File: config.mk
export PLATFORM = sky130hd
export DESIGN_NAME = reorder_buffer_flat
export DESIGN_NICKNAME = d
export VERILOG_FILES = /design/src/rtl/reorder_buffer_if.sv /design/src/rtl/reorder_buffer.sv /design/src/flat_wrapper.sv
export SDC_FILE = /design/constraint.sdc
export NUM_CORES = 1
export LEC_CHECK = 0
export ABC_AREA = 1
export ABC_CLOCK_PERIOD_IN_PS = 6780
export BUFFER_PORTS_ARGS = -buffer_cell sky130_fd_sc_hd__buf_2
export CAP_MARGIN = 20
export CORE_MARGIN = 3
export CORE_UTILIZATION = 43
export CTS_BUF_LIST = sky130_fd_sc_hd__clkbuf_8
export CTS_CLUSTER_DIAMETER = 150
export DETAILED_ROUTE_END_ITERATION = 7
export PLACE_DENSITY_LB_ADDON = 0.05
export SLEW_MARGIN = 20
export SYNTH_ARGS = -nofsm -noshare
export SYNTH_HDL_FRONTEND = slang
export SYNTH_SLANG_ARGS = --single-unit
File: constraint.sdc
create_clock -name clk -period 6.78 [get_ports clk]
set_input_delay 0.339 -clock clk [delete_from_list [all_inputs] [get_ports clk]]
set_output_delay 0.339 -clock clk [all_outputs]
set_load 0.005 [all_outputs]
File: src/rtl/reorder_buffer_if.sv
// ---------------------------------------------------------------------------
// reorder_buffer_if
// Purpose : bundles the allocate, complete and in-order output handshakes of
//           the reorder buffer into one port.
// Signals :
//   alloc_v / alloc_rdy / alloc_tag      - tag allocation handshake
//   cmpl_v / cmpl_tag / cmpl_din         - out-of-order completion write
//   dout / dout_v / dout_rdy             - in-order output, valid/ready
//   occupancy                            - allocated entries not yet popped
//   err                                  - sticky protocol error
// Modports: slave = the reorder buffer, master = issuer/consumer side.
// ---------------------------------------------------------------------------
interface reorder_buffer_if #(
  parameter int W_DIN    = 8,
  parameter int LOG2SIZE = 4
);
  logic                alloc_v;
  logic                alloc_rdy;
  logic [LOG2SIZE-1:0] alloc_tag;
  logic                cmpl_v;
  logic [LOG2SIZE-1:0] cmpl_tag;
  logic [W_DIN-1:0]    cmpl_din;
  logic [W_DIN-1:0]    dout;
  logic                dout_v;
  logic                dout_rdy;
  logic [LOG2SIZE:0]   occupancy;
  logic                err;

  modport slave (
    input  alloc_v, cmpl_v, cmpl_tag, cmpl_din, dout_rdy,
    output alloc_rdy, alloc_tag, dout, dout_v, occupancy, err
  );

  modport master (
    output alloc_v, cmpl_v, cmpl_tag, cmpl_din, dout_rdy,
    input  alloc_rdy, alloc_tag, dout, dout_v, occupancy, err
  );
endinterface

File: src/rtl/reorder_buffer.sv
// ---------------------------------------------------------------------------
// reorder_buffer
// Purpose : in-order completion buffer with sequential tag allocation.
//           Tags are handed out in order, completions come back out of order
//           with data, and data leaves strictly in allocation order through a
//           registered valid/ready output stage that honours backpressure.
// Ports   :
//   clk    - rising-edge clock
//   rst    - asynchronous active-high reset
//   io_rob - reorder_buffer_if.slave (alloc, completion, output, status)
// Parameters:
//   W_DIN    - data width
//   LOG2SIZE - log2 of entry count
// Optional feature macro: ROB_ERR_CHECK_EN
//   defined   : completions to unallocated or already-done tags are dropped,
//               and they (or alloc_v while !alloc_rdy) set a sticky err.
//   undefined : every completion writes, err is tied low.
// ---------------------------------------------------------------------------
module reorder_buffer #(
  parameter int W_DIN    = 8,
  parameter int LOG2SIZE = 4
) (
  input  logic            clk,
  input  logic            rst,
  reorder_buffer_if.slave io_rob
);

  localparam int                SIZE     = 1 << LOG2SIZE;
  localparam logic [LOG2SIZE:0] PTR_ONE  = {{LOG2SIZE{1'b0}}, 1'b1};
  localparam logic [LOG2SIZE:0] PTR_FULL = {1'b1, {LOG2SIZE{1'b0}}};

  // Pointers carry one extra MSB as wrap phase so full and empty differ.
  logic [LOG2SIZE:0]   r_wr_ptr;
  logic [LOG2SIZE:0]   r_rd_ptr;
  logic [SIZE-1:0]     r_done;
  logic [W_DIN-1:0]    r_mem [SIZE];
  logic [W_DIN-1:0]    r_dout;
  logic                r_dout_v;
  logic                r_alloc_rdy;

  logic [LOG2SIZE-1:0] w_head;
  logic [LOG2SIZE:0]   w_occ;
  logic                w_alloc;
  logic                w_pop;
  logic                w_cmpl_we;
  logic [LOG2SIZE:0]   w_wr_next;
  logic [LOG2SIZE:0]   w_rd_next;

  assign w_head  = r_rd_ptr[LOG2SIZE-1:0];
  assign w_occ   = r_wr_ptr - r_rd_ptr;
  assign w_alloc = io_rob.alloc_v & r_alloc_rdy;
  // Pop uses the registered done bit, so a completion landing on the head
  // this cycle is only seen next cycle. The occupancy guard keeps a stray
  // done bit from popping an unallocated slot when checks are compiled out.
  assign w_pop   = (w_occ != '0) & r_done[w_head] & (~r_dout_v | io_rob.dout_rdy);

  assign w_wr_next = w_alloc ? (r_wr_ptr + PTR_ONE) : r_wr_ptr;
  assign w_rd_next = w_pop   ? (r_rd_ptr + PTR_ONE) : r_rd_ptr;

`ifdef ROB_ERR_CHECK_EN
  logic [LOG2SIZE-1:0] w_tag_off;
  logic                w_tag_live;
  logic                w_err_set;
  logic                r_err;

  // A tag is live when its distance from the head is below occupancy.
  assign w_tag_off  = io_rob.cmpl_tag - w_head;
  assign w_tag_live = ({1'b0, w_tag_off} < w_occ);
  assign w_cmpl_we  = io_rob.cmpl_v & w_tag_live & ~r_done[io_rob.cmpl_tag];
  assign w_err_set  = (io_rob.cmpl_v & ~w_cmpl_we) | (io_rob.alloc_v & ~r_alloc_rdy);

  always_ff @(posedge clk or posedge rst) begin
    if (rst) begin
      r_err <= 1'b0;
    end else if (w_err_set) begin
      r_err <= 1'b1;
    end
  end

  assign io_rob.err = r_err;
`else
  assign w_cmpl_we  = io_rob.cmpl_v;
  assign io_rob.err = 1'b0;
`endif

  // Pointers, output stage and registered alloc_rdy.
  always_ff @(posedge clk or posedge rst) begin
    if (rst) begin
      r_wr_ptr    <= '0;
      r_rd_ptr    <= '0;
      r_dout      <= '0;
      r_dout_v    <= 1'b0;
      r_alloc_rdy <= 1'b1;
    end else begin
      r_wr_ptr    <= w_wr_next;
      r_rd_ptr    <= w_rd_next;
      // Computed from next-state pointers so a pop frees space one cycle on.
      r_alloc_rdy <= ((w_wr_next - w_rd_next) != PTR_FULL);
      if (w_pop) begin
        r_dout   <= r_mem[w_head];
        r_dout_v <= 1'b1;
      end else if (io_rob.dout_rdy) begin
        r_dout_v <= 1'b0;
      end
    end
  end

  // Data RAM: not reset, written on accepted completions.
  always_ff @(posedge clk) begin
    if (w_cmpl_we) begin
      r_mem[io_rob.cmpl_tag] <= io_rob.cmpl_din;
    end
  end

  // Per-entry done bits: set by completion, cleared when the entry pops.
  genvar gi;
  generate
    for (gi = 0; gi < SIZE; gi++) begin : g_done
      localparam logic [LOG2SIZE-1:0] IDX = LOG2SIZE'(gi);
      always_ff @(posedge clk or posedge rst) begin
        if (rst) begin
          r_done[gi] <= 1'b0;
        end else if (w_cmpl_we && (io_rob.cmpl_tag == IDX)) begin
          r_done[gi] <= 1'b1;
        end else if (w_pop && (w_head == IDX)) begin
          r_done[gi] <= 1'b0;
        end
      end
    end
  endgenerate

  assign io_rob.alloc_rdy = r_alloc_rdy;
  assign io_rob.alloc_tag = r_wr_ptr[LOG2SIZE-1:0];
  assign io_rob.dout      = r_dout;
  assign io_rob.dout_v    = r_dout_v;
  assign io_rob.occupancy = w_occ;

endmodule

File: src/flat_wrapper.sv
// flat-port wrapper written by rule: the top's interface ports become plain ports
module reorder_buffer_flat 
#(
  parameter int W_DIN    = 8,
  parameter int LOG2SIZE = 4
)
  (clk, rst, io_rob_alloc_v, io_rob_cmpl_v, io_rob_cmpl_tag, io_rob_cmpl_din, io_rob_dout_rdy, io_rob_alloc_rdy, io_rob_alloc_tag, io_rob_dout, io_rob_dout_v, io_rob_occupancy, io_rob_err);
  reorder_buffer_if #(.W_DIN(W_DIN), .LOG2SIZE(LOG2SIZE)) io_rob_i ();
  input  logic clk;
  input  logic rst;
  input wire logic [$bits(io_rob_i.alloc_v)-1:0] io_rob_alloc_v;
  input wire logic [$bits(io_rob_i.cmpl_v)-1:0] io_rob_cmpl_v;
  input wire logic [$bits(io_rob_i.cmpl_tag)-1:0] io_rob_cmpl_tag;
  input wire logic [$bits(io_rob_i.cmpl_din)-1:0] io_rob_cmpl_din;
  input wire logic [$bits(io_rob_i.dout_rdy)-1:0] io_rob_dout_rdy;
  output wire logic [$bits(io_rob_i.alloc_rdy)-1:0] io_rob_alloc_rdy;
  output wire logic [$bits(io_rob_i.alloc_tag)-1:0] io_rob_alloc_tag;
  output wire logic [$bits(io_rob_i.dout)-1:0] io_rob_dout;
  output wire logic [$bits(io_rob_i.dout_v)-1:0] io_rob_dout_v;
  output wire logic [$bits(io_rob_i.occupancy)-1:0] io_rob_occupancy;
  output wire logic [$bits(io_rob_i.err)-1:0] io_rob_err;
  assign io_rob_i.alloc_v = io_rob_alloc_v;
  assign io_rob_i.cmpl_v = io_rob_cmpl_v;
  assign io_rob_i.cmpl_tag = io_rob_cmpl_tag;
  assign io_rob_i.cmpl_din = io_rob_cmpl_din;
  assign io_rob_i.dout_rdy = io_rob_dout_rdy;
  assign io_rob_alloc_rdy = io_rob_i.alloc_rdy;
  assign io_rob_alloc_tag = io_rob_i.alloc_tag;
  assign io_rob_dout = io_rob_i.dout;
  assign io_rob_dout_v = io_rob_i.dout_v;
  assign io_rob_occupancy = io_rob_i.occupancy;
  assign io_rob_err = io_rob_i.err;
  reorder_buffer #(.W_DIN(W_DIN), .LOG2SIZE(LOG2SIZE)) u_core (.clk(clk), .rst(rst), .io_rob(io_rob_i));
endmodule
# ---- Word-level counts from Yosys, hierarchy flattened
# Memory sizes are Yosys's and may differ from the RTL's. A register that Yosys moved wholly into a read port is not among the register bits.
# Cells that the tools add are included.
dict set report word_totals {
  n_memories 1
  ramBits 128
  output_inout_bits 20
  inputBits 17
  elab_cells 154
  reg_bits 28
}
# name words width read_ports rd_ports_with_merged_regs wr line
set mem_list {}
lappend mem_list {u_core.r_mem 16 8 1 1 1 reorder_buffer.sv:36} ;# logic [W_DIN-1:0] r_mem [SIZE];
dict set report classes {
  n_lt_le_gt_ge 1
  n_reduce_logical 52
  bitwise_logic 5
  add_sub_neg 4
  n_mux 40
  n_eq_ne 31
}
# operator n
set op_table {}
lappend op_table {{$eq A4 B4 Y1 const B} 16}
lappend op_table {{$mux W1} 37}
lappend op_table {{$reduce_bool A2 Y1} 17}
lappend op_table {{$eq A4 B3 Y1 const B} 8}
lappend op_table {{$logic_and A1 B1 Y1} 32}
lappend op_table {{$eq A4 B2 Y1 const B} 4}
lappend op_table {{$add A5 B1 Y5 const B} 2}
lappend op_table {{$mux W5} 2}
lappend op_table {{$sub A5 B5 Y5} 2}
lappend op_table {{$eq A4 B1 Y1 const B} 2}
lappend op_table {{$logic_not A4 Y1} 2}
lappend op_table {{$lt A4 B5 Y1 const B} 1}
lappend op_table {{$ne A5 B5 Y1 const B} 1}
lappend op_table {{$reduce_bool A5 Y1} 1}
lappend op_table {{$bmux W1 S4} 1}
lappend op_table {{$and A1 B1 Y1} 3}
lappend op_table {{$not A1 Y1} 1}
lappend op_table {{$or A1 B1 Y1} 1}

# ---- Depth between registers and ports, before layout
# Gate-level depths: netlist (run 1).
dict set report logic_depth {
  word_depth 7
  depth_mapped 21
  depth_no_buf 20
}

# ---- Worst setup path after synthesis (run 1)
# No wires, ideal clock.
dict set report synth_timing {
  path_type {register to register}
  start {reg u_core.r_rd_ptr[0]}
  end {reg u_core.r_alloc_rdy (netlist: u_core.io_rob.alloc_rdy)}
  t_required_ns 6.697
  stages_incl_launch_ff 21
  arrival_ns 2.737
  setup_ns 0.083
  synth_period_minus_slack_ns 2.820
  setup_slack_ns 3.960
  path_buffers 1
  path_cell_list {dfrtp_1 -> ha_1 -> fa_1 -> nand3b_1 -> nand2_1 -> nand2_1 -> nand2_1 -> nand3_1 -> nand3_4 -> clkinv_2 -> buf_4 -> o21ai_2 -> ha_1 -> inv_1 -> o21bai_1 -> nand2_1 -> inv_1 -> nand2_1 -> nand2_1 -> nand2_1 -> nand3_1}
}
dict set report synth_between {
  elab_chain_cells 7
  elab_cells_between_ends 10
  cone_classes {add/sub (3); eq/ne (1); mux (3); bitwise (2); reduce/logical (1)}
}
# item line
set synth_rtl {}
lappend synth_rtl {{start, declared} reorder_buffer.sv:34} ;# logic [LOG2SIZE:0] r_rd_ptr;
lappend synth_rtl {{start signal, assigned} reorder_buffer.sv:96} ;# r_rd_ptr <= w_rd_next;
lappend synth_rtl {{$sub A5 B5 Y5 or $bmux W1 S4 (tied branches)} {reorder_buffer.sv:50, reorder_buffer.sv:55}}
lappend synth_rtl {{$reduce_bool A5 Y1 or $mux W1 (tied branches)} reorder_buffer.sv:55} ;# assign w_pop = (w_occ != '0) & r_done[w_head] & (~r_dout_v | io_rob.dout_rdy);
lappend synth_rtl {{$and A1 B1 Y1 (2 in a row)} reorder_buffer.sv:55}
lappend synth_rtl {{$mux W5 (*)} reorder_buffer.sv:58} ;# assign w_rd_next = w_pop ? (r_rd_ptr + PTR_ONE) : r_rd_ptr;
lappend synth_rtl {{$sub A5 B5 Y5 (*)} reorder_buffer.sv:98} ;# r_alloc_rdy <= ((w_wr_next - w_rd_next) != PTR_FULL);
lappend synth_rtl {{$ne A5 B5 Y1 (*)} reorder_buffer.sv:98}
lappend synth_rtl {{end signal, assigned} reorder_buffer.sv:98}
lappend synth_rtl {{end, declared} reorder_buffer.sv:39} ;# logic r_alloc_rdy;
# Every way passes the cells marked *; elsewhere a longest branch is shown, timed or not. The select of a mux whose other input is x is not followed.
# A chain may end at the register's enable or synchronous reset.

# ---- Worst setup path after layout (run 1)
dict set report layout_timing {
  start {reg u_core.r_rd_ptr[0]}
  end {reg u_core.r_alloc_rdy (netlist: u_core.io_rob.alloc_rdy)}
}
dict set report layout_between {
  elab_chain_cells 7
  elab_cells_between_ends 10
  cone_classes {add/sub (3); eq/ne (1); mux (3); bitwise (2); reduce/logical (1)}
}
# item line
set layout_rtl {}
lappend layout_rtl {{$sub A5 B5 Y5 or $bmux W1 S4 (tied branches)} {reorder_buffer.sv:50, reorder_buffer.sv:55}}
lappend layout_rtl {{$reduce_bool A5 Y1 or $mux W1 (tied branches)} reorder_buffer.sv:55}
lappend layout_rtl {{$and A1 B1 Y1 (2 in a row)} reorder_buffer.sv:55}
lappend layout_rtl {{$mux W5 (*)} reorder_buffer.sv:58}
lappend layout_rtl {{via u_core.w_rd_next[3]} reorder_buffer.sv:47} ;# logic [LOG2SIZE:0] w_rd_next;
lappend layout_rtl {{$sub A5 B5 Y5 (*)} reorder_buffer.sv:98}
lappend layout_rtl {{$ne A5 B5 Y1 (*)} reorder_buffer.sv:98}
# Mark *: on every way through the listed nets, which the timed path passes. The rest lies on a longest branch. The select of a mux whose other input is x is not followed.

==> impl_metrics.env, run 1 <==
export IMPL_holdCritStartpoint="io_rob_dout_rdy"
export IMPL_hold_violations=0
export IMPL_tightest_slew_ps=926
export IMPL_synth_most_common_cell="edfxtp_1"
export IMPL_num_rows=46
export IMPL_ys_warn_count=0
export IMPL_synth_edf_count=128
export IMPL_slew_headroom=0.380
export IMPL_vdd_drop_max_mv=0.200
export IMPL_crit_top_cell="nand2_1"
export IMPL_grt_pass1_vias=4791
export IMPL_path_cells="buf_4, inv_2, nand2_1, nand3_1, nand2_1, nand2_1, nand2_2, nor2_4, nand3_4, clkinv_2, nand4_1, xor2_1, inv_1, ha_1, nand2_2, inv_2, nand2_1, nand2_1, nor2_1, nand3_1"
export IMPL_ys_seq_area_frac=0.664
export IMPL_post_cts_setup_buffers=0
export IMPL_r2r_slack_ps=3080
export IMPL_syn_nets=689
export IMPL_holdCritPathClass="in2reg"
export IMPL_fp_coreArea_mm2=0.0161
export IMPL_muxShareOfSynthArea=0
export IMPL_rsz0062_at_grt="no"
export IMPL_cpMaxStageDelayCell="buf_4"
export IMPL_diodes=0
export IMPL_cp_end_kind="flip-flop"
export IMPL_htree_levels=4
export IMPL_clock_latency_ps=450
export IMPL_drive_above_1_share=0.124
export IMPL_antenna_left=0
export IMPL_synth_fa_ha_area_frac=0.0238
export IMPL_power_density_mw_per_mm2=456
export IMPL_cts_resized=0
export IMPL_fillers=1506
export IMPL_yosysTopAreaCellShare=0.537
export IMPL_cts_reportedPaths_clkPinSlew_ps=80
export IMPL_drtPass1Iterations=5
export IMPL_synth_top_family_by_area="simple AND/OR/NAND/NOR gates"
export IMPL_fin_skew_ps=10.3
export IMPL_hold_end="u_core.io_rob.dout_v"
export IMPL_die_width_um=135
export IMPL_slowest_delay_ps=620
export IMPL_routedWlPerCell_um=19.4
export IMPL_holdWs_ps=253
export IMPL_async_reset_ff_frac=0.220
export IMPL_synth_flop_cell="edfxtp_1"
export IMPL_grt_overflow_total=0
export IMPL_min_path_cells=4
export IMPL_rr_startpoint="u_core.r_rd_ptr[0]"
export IMPL_crit_type="reg2reg"
export IMPL_status="finished, final reports clean"
export IMPL_fin_nets=713
export IMPL_via_per_inst=5.36
export IMPL_routed_wl_um=17700
export IMPL_instances_no_fill=912
export IMPL_synthTopCellsByArea="edfxtp_1, dfrtp_1, o21ai_0"
export IMPL_cp_start_kind="flip-flop"
export IMPL_drc_errors=0
export IMPL_path_max_fanout=77
export IMPL_ios=37
export IMPL_dp_cells=879
export IMPL_r2r_cells=20
export IMPL_numCtsBuffers=17
export IMPL_synth_compound_area_frac=0.105
export IMPL_portBuffers=35
export IMPL_grt_start_max_net_pins=78
export IMPL_clkSinkCount=164
export IMPL_die_h_um=135
export IMPL_preCtsSetupSlack_ps=3140
export IMPL_synthTopCellsByCount="edfxtp_1, nand2_1, nor2_1"
export IMPL_gp_congestion=0.861
export IMPL_fmax_mhz=270
export IMPL_finalCritPeriodShare=0.545
export IMPL_clockRootBuffer="clkbuf_8"
export IMPL_syn_inst=659
export IMPL_yosys_area_share_simple=0.146
export IMPL_grt_pass1_wl_um=27300
export IMPL_finalSetupViolations=0
export IMPL_placed_area_mm2=0.00746
export IMPL_ys_types=34
export IMPL_leakage_nw=2.98
export IMPL_dp_hpwl_um=11300
export IMPL_syn_area_per_cell_um2=10.9
export IMPL_dieArea_mm2=0.0182
export IMPL_fin_setup_tns_ps=0
export IMPL_antenna_found_initial=0
export IMPL_stdcell_area_mm2=0.00781
export IMPL_start_util=0.445
export IMPL_drtIter0Drc=362
export IMPL_ctsHoldBuffers=1
export IMPL_vias=4888
export IMPL_r2r_end="u_core.io_rob.alloc_rdy"
export IMPL_min_period_ps=3700
export IMPL_yosys_area_top_type="edfxtp_1"
export IMPL_track_usage=0.202
export IMPL_synth_area_mm2=0.00715
export IMPL_clock_path_buffers=2
export IMPL_synthXorXnorAreaFrac=0.0110
export IMPL_cp_required_ps=7150
export IMPL_fin_ws_ps=3080
export IMPL_cap_viol_max_count=0
export IMPL_area_growth_pct=9.18
export IMPL_tritoncts="built"
export IMPL_worstPathArrival_ps=4070
export IMPL_slew_violations=0
export IMPL_yosys_register_bits=164
==> layout make-up <==
cell class,instances,area (um2),share of cell area
timing repair buffer,40,215,0.0276
multi-input combinational,411,2050,0.262
clock buffer,17,234,0.0300
tap,216,270,0.0346
sequential,164,4750,0.608
clock inverter,15,108,0.0138
inverter,49,185,0.0237
==> layout by cell type (no fill, tap or decap), drive strengths merged <==
cell type	count
edfxtp	128
nand2	107
o21ai	95
nor2	93
inv	53
buf	39
nand3	37
dfrtp	35
o22ai	32
clkbuf	17
ha	12
a21oi	11
clkinv	10
xor2	7
nor3	5
nand4	3
xnor2	2
nand3b	1
or2	1
nor4	1
o21bai	1
o31ai	1
fa	1
conb	1
clkinvlp	1
dlygate4sd3	1
dfstp	1
==> critical path, delay by kind of cell (launching register included) <==
kind	cells	cell delay, ps
buffers and inverters	5	1380
and+or+nand+nor	13	1330
DFF	1	360
adders and majority gates	1	320
xor gates and xnor gates	1	190
==> flip-flops by register name, summed over array words and instances (netlist names) <==
register,count
u_core.io_rob.alloc_rdy,1
u_core.r_done,16
u_core.r_wr_ptr,5
u_core.r_mem,128
u_core.r_rd_ptr,5
u_core.io_rob.dout,8
u_core.io_rob.dout_v,1
==> routing by layer <==
metal / vias up / GRT usage / part of all wire
met5: - / 0 / 0
met4: 0 / 0.0543 / 0.012
met1: 2428 / 0.277 / 0.45
met2: 128 / 0.329 / 0.49
met3: 11 / 0.0443 / 0.048
li1: 2321 / - / -
==> through the flow <==
step | power, mW | util
final | 3.56 | 0.486
after CTS | 3.59 | 0.486
after global routing | 3.86 | 0.486
after detailed placement | 2.97 | 0.464
after floorplan | 2.48 | -
after global placement | 2.93 | 0.464
==> where the power goes <==
part | switching (mW) | internal [mW]
Clock | 0.371 | 0.255
Combinational | 1.11 | 0.528
Sequential | 0.0765 | 1.21
==> worst max path at each step <==
stage,endpoint,cells after the start,start,slack (ps)
6_report,u_core.io_rob.alloc_rdy,20,u_core.r_rd_ptr[0],3080
3_5_place_dp,u_core.io_rob.alloc_rdy,20,u_core.r_rd_ptr[0],3140
2_1_floorplan,u_core.io_rob.alloc_rdy,20,u_core.r_rd_ptr[0],3960
4_1_cts,u_core.io_rob.alloc_rdy,20,u_core.r_rd_ptr[0],3100
3_3_place_gp,u_core.io_rob.alloc_rdy,20,u_core.r_rd_ptr[0],3250
5_1_grt,u_core.io_rob.alloc_rdy,20,u_core.r_rd_ptr[0],2710
==> logic make-up (layout without fill, tap and decap cells) <==
| logic type | Yosys count | in the layout |
|---|---|---|
| other cells | 1 | 1 |
| fa+ha+maj | 13 | 13 |
| flops | 164 | 164 |
| compound gates | 140 | 140 |
| buf+inv | 84 | 121 |
| xor+xnor | 9 | 9 |
| simple gates | 248 | 248 |
Power figures use the tool's default switching activity.
==> inputs of run 2 (changes only) <==
--- a/config.mk
+++ b/config.mk
@@ -6,7 +6,7 @@
 export NUM_CORES = 1
 export LEC_CHECK = 0
 export ABC_AREA = 1
-export ABC_CLOCK_PERIOD_IN_PS = 6780
+export ABC_CLOCK_PERIOD_IN_PS = 3100
 export BUFFER_PORTS_ARGS = -buffer_cell sky130_fd_sc_hd__buf_2
 export CAP_MARGIN = 20
 export CORE_MARGIN = 3
==> constraint.sdc (replaced) <==
create_clock -name clk -period 3.1 [get_ports clk]
set_input_delay 0.155 -clock clk [delete_from_list [all_inputs] [get_ports clk]]
set_output_delay 0.155 -clock clk [all_outputs]
set_load 0.005 [all_outputs]
==> impl_metrics.env, run 2 (synthesis gave the netlist of run 1 again) <==
export IMPL_status="finished, final reports clean"
export IMPL_ios=37
export IMPL_path_max_fanout=6
export IMPL_antenna_left=0
export IMPL_clkSinkCount=164
export IMPL_die_h_um=135
export IMPL_cp_required_ps=3490
export IMPL_leakage_nw=3.06
export IMPL_routedWlPerCell_um=19.6
export IMPL_diodes=0
export IMPL_clock_latency_ps=460
export IMPL_fin_nets=727
export IMPL_finalCritPeriodShare=0.927
export IMPL_dp_cells=888
export IMPL_drc_errors=0
export IMPL_portBuffers=35
export IMPL_tightest_slew_ps=933
export IMPL_cp_end_kind="flip-flop"
export IMPL_htree_levels=4
export IMPL_numCtsBuffers=17
export IMPL_min_period_ps=2870
export IMPL_power_density_mw_per_mm2=1030
export IMPL_via_per_inst=5.30
export IMPL_vias=4882
export IMPL_holdWs_ps=55.8
export IMPL_cts_reportedPaths_clkPinSlew_ps=90
export IMPL_fin_skew_ps=11.6
export IMPL_largest_reg_flops=128
export IMPL_start_util=0.445
export IMPL_grt_pass1_vias=4847
export IMPL_gp_congestion=0.796
export IMPL_final_common_cell="edfxtp_1"
export IMPL_crit_type="reg2reg"
export IMPL_most_common_layout_cells="edfxtp_1, nand2_1, nor2_1, o21ai_0, inv_1"
export IMPL_dp_hpwl_um=11400
export IMPL_tritoncts="built"
export IMPL_finalSetupViolations=0
export IMPL_cp_start_kind="flip-flop"
export IMPL_finalPower_mw=8.17
export IMPL_instances_no_fill=922
export IMPL_slew_headroom=0.376
export IMPL_cap_viol_max_count=0
export IMPL_track_usage=0.206
export IMPL_routed_wl_um=18000
export IMPL_vdd_drop_max_mv=0.598
export IMPL_fmax_mhz=348
export IMPL_hold_violations=0
export IMPL_clockRootBuffer="clkbuf_8"
export IMPL_worstPathArrival_ps=3270
export IMPL_grt_start_max_net_pins=66
export IMPL_top_register="u_core.r_mem"
export IMPL_area_growth_pct=11.4
export IMPL_dieArea_mm2=0.0182
export IMPL_die_width_um=135
export IMPL_clock_path_buffers=2
export IMPL_grt_pass1_wl_um=27800
export IMPL_antenna_found_initial=0
export IMPL_drtPass1Iterations=5
export IMPL_grt_overflow_total=0
export IMPL_holdCritPathClass="in2reg"
export IMPL_drtIter0Drc=370
export IMPL_drive_above_1_share=0.143
export IMPL_slew_violations=0
export IMPL_num_rows=46
export IMPL_fp_coreArea_mm2=0.0161
==> run 2: changes by cell type in the layout (fill, tap and decap cells not counted), moves of 2 or more <==
cell / delta
clkinv_4: -2
bufinv_16: +3
inv_8: -2
buf_4: +14
==> run 2: worst paths after layout <==
path	startpoint	end	slack, ps	cells after the start
max	u_core.r_wr_ptr[0]	u_core.io_rob.alloc_rdy	230	18
min	io_rob_dout_rdy	u_core.io_rob.dout_v	60	4
max reg2reg	u_core.r_wr_ptr[0]	u_core.io_rob.alloc_rdy	230	18
min reg2reg	u_core.io_rob.dout[2]	u_core.io_rob.dout[2]	490	2
max in group asynchronous	rst	u_core.io_rob.dout[3]	1990	4
min in group asynchronous	rst	u_core.r_wr_ptr[4]	340	3
==> run 2: routing by layer <==
| layer | part of all wire | up-vias | track usage | routed length [um] |
|---|---|---|---|---|
| met5 | 0 | - | 0 | 0 |
| met4 | 0.019 | 0 | 0.0649 | 342 |
| met3 | 0.041 | 25 | 0.0414 | 745 |
| met2 | 0.49 | 124 | 0.345 | 8870 |
| met1 | 0.45 | 2385 | 0.273 | 8080 |
| li1 | - | 2348 | - | - |
==> run 2: worst max-delay path, cell delays in order, from the launching register on <==
cell,delay (ps)
dfrtp_1,350
inv_1,80
ha_1,230
fa_2,530
nand2_1,60
nor2_2,150
nand3_4,120
nand3_4,130
clkinv_2,90
nand4_1,90
xor2_1,210
inv_1,70
ha_1,310
nand2_2,100
inv_2,40
nand2_1,50
nand2_1,50
nor2_1,80
nand3_1,70
==> run 2: layout make-up <==
type	instances	area [um2]
Clock buffer	17	234
Clock inverter	11	140
Fill cell	1495	8090
Inverter	49	185
Multi-Input combinational cell	411	2070
Sequential cell	164	4750
Tap cell	216	270
Timing Repair Buffer	54	320
==> run 2: timing repair <==
item,CTS,global route
buffers inserted,0,5
endpoints found under the hold margin,15,0
endpoints found under the setup margin,0,1
gates resized for setup,0,5
hold buffers,1,0
==> run 2: power breakdown <==
part / internal, mW / switching [mW]
registers: 2.65 / 0.155
logic: 1.33 / 2.51
clock network: 0.772 / 0.749
total: 4.76 / 3.41
==> run 2: per-stage QoR <==
step | setup slack (ps) | util | cell area, um2 | TNS [ps]
3_3_place_gp | 111 | 0.469 | 7520 | 0
2_1_floorplan | 280 | - | 7150 | 0
3_5_place_dp | 33.7 | 0.469 | 7520 | 0
5_1_grt | -23.9 | 0.496 | 7970 | -23.9
4_1_cts | 23.1 | 0.493 | 7910 | 0
6_report | 226 | 0.496 | 7970 | 0
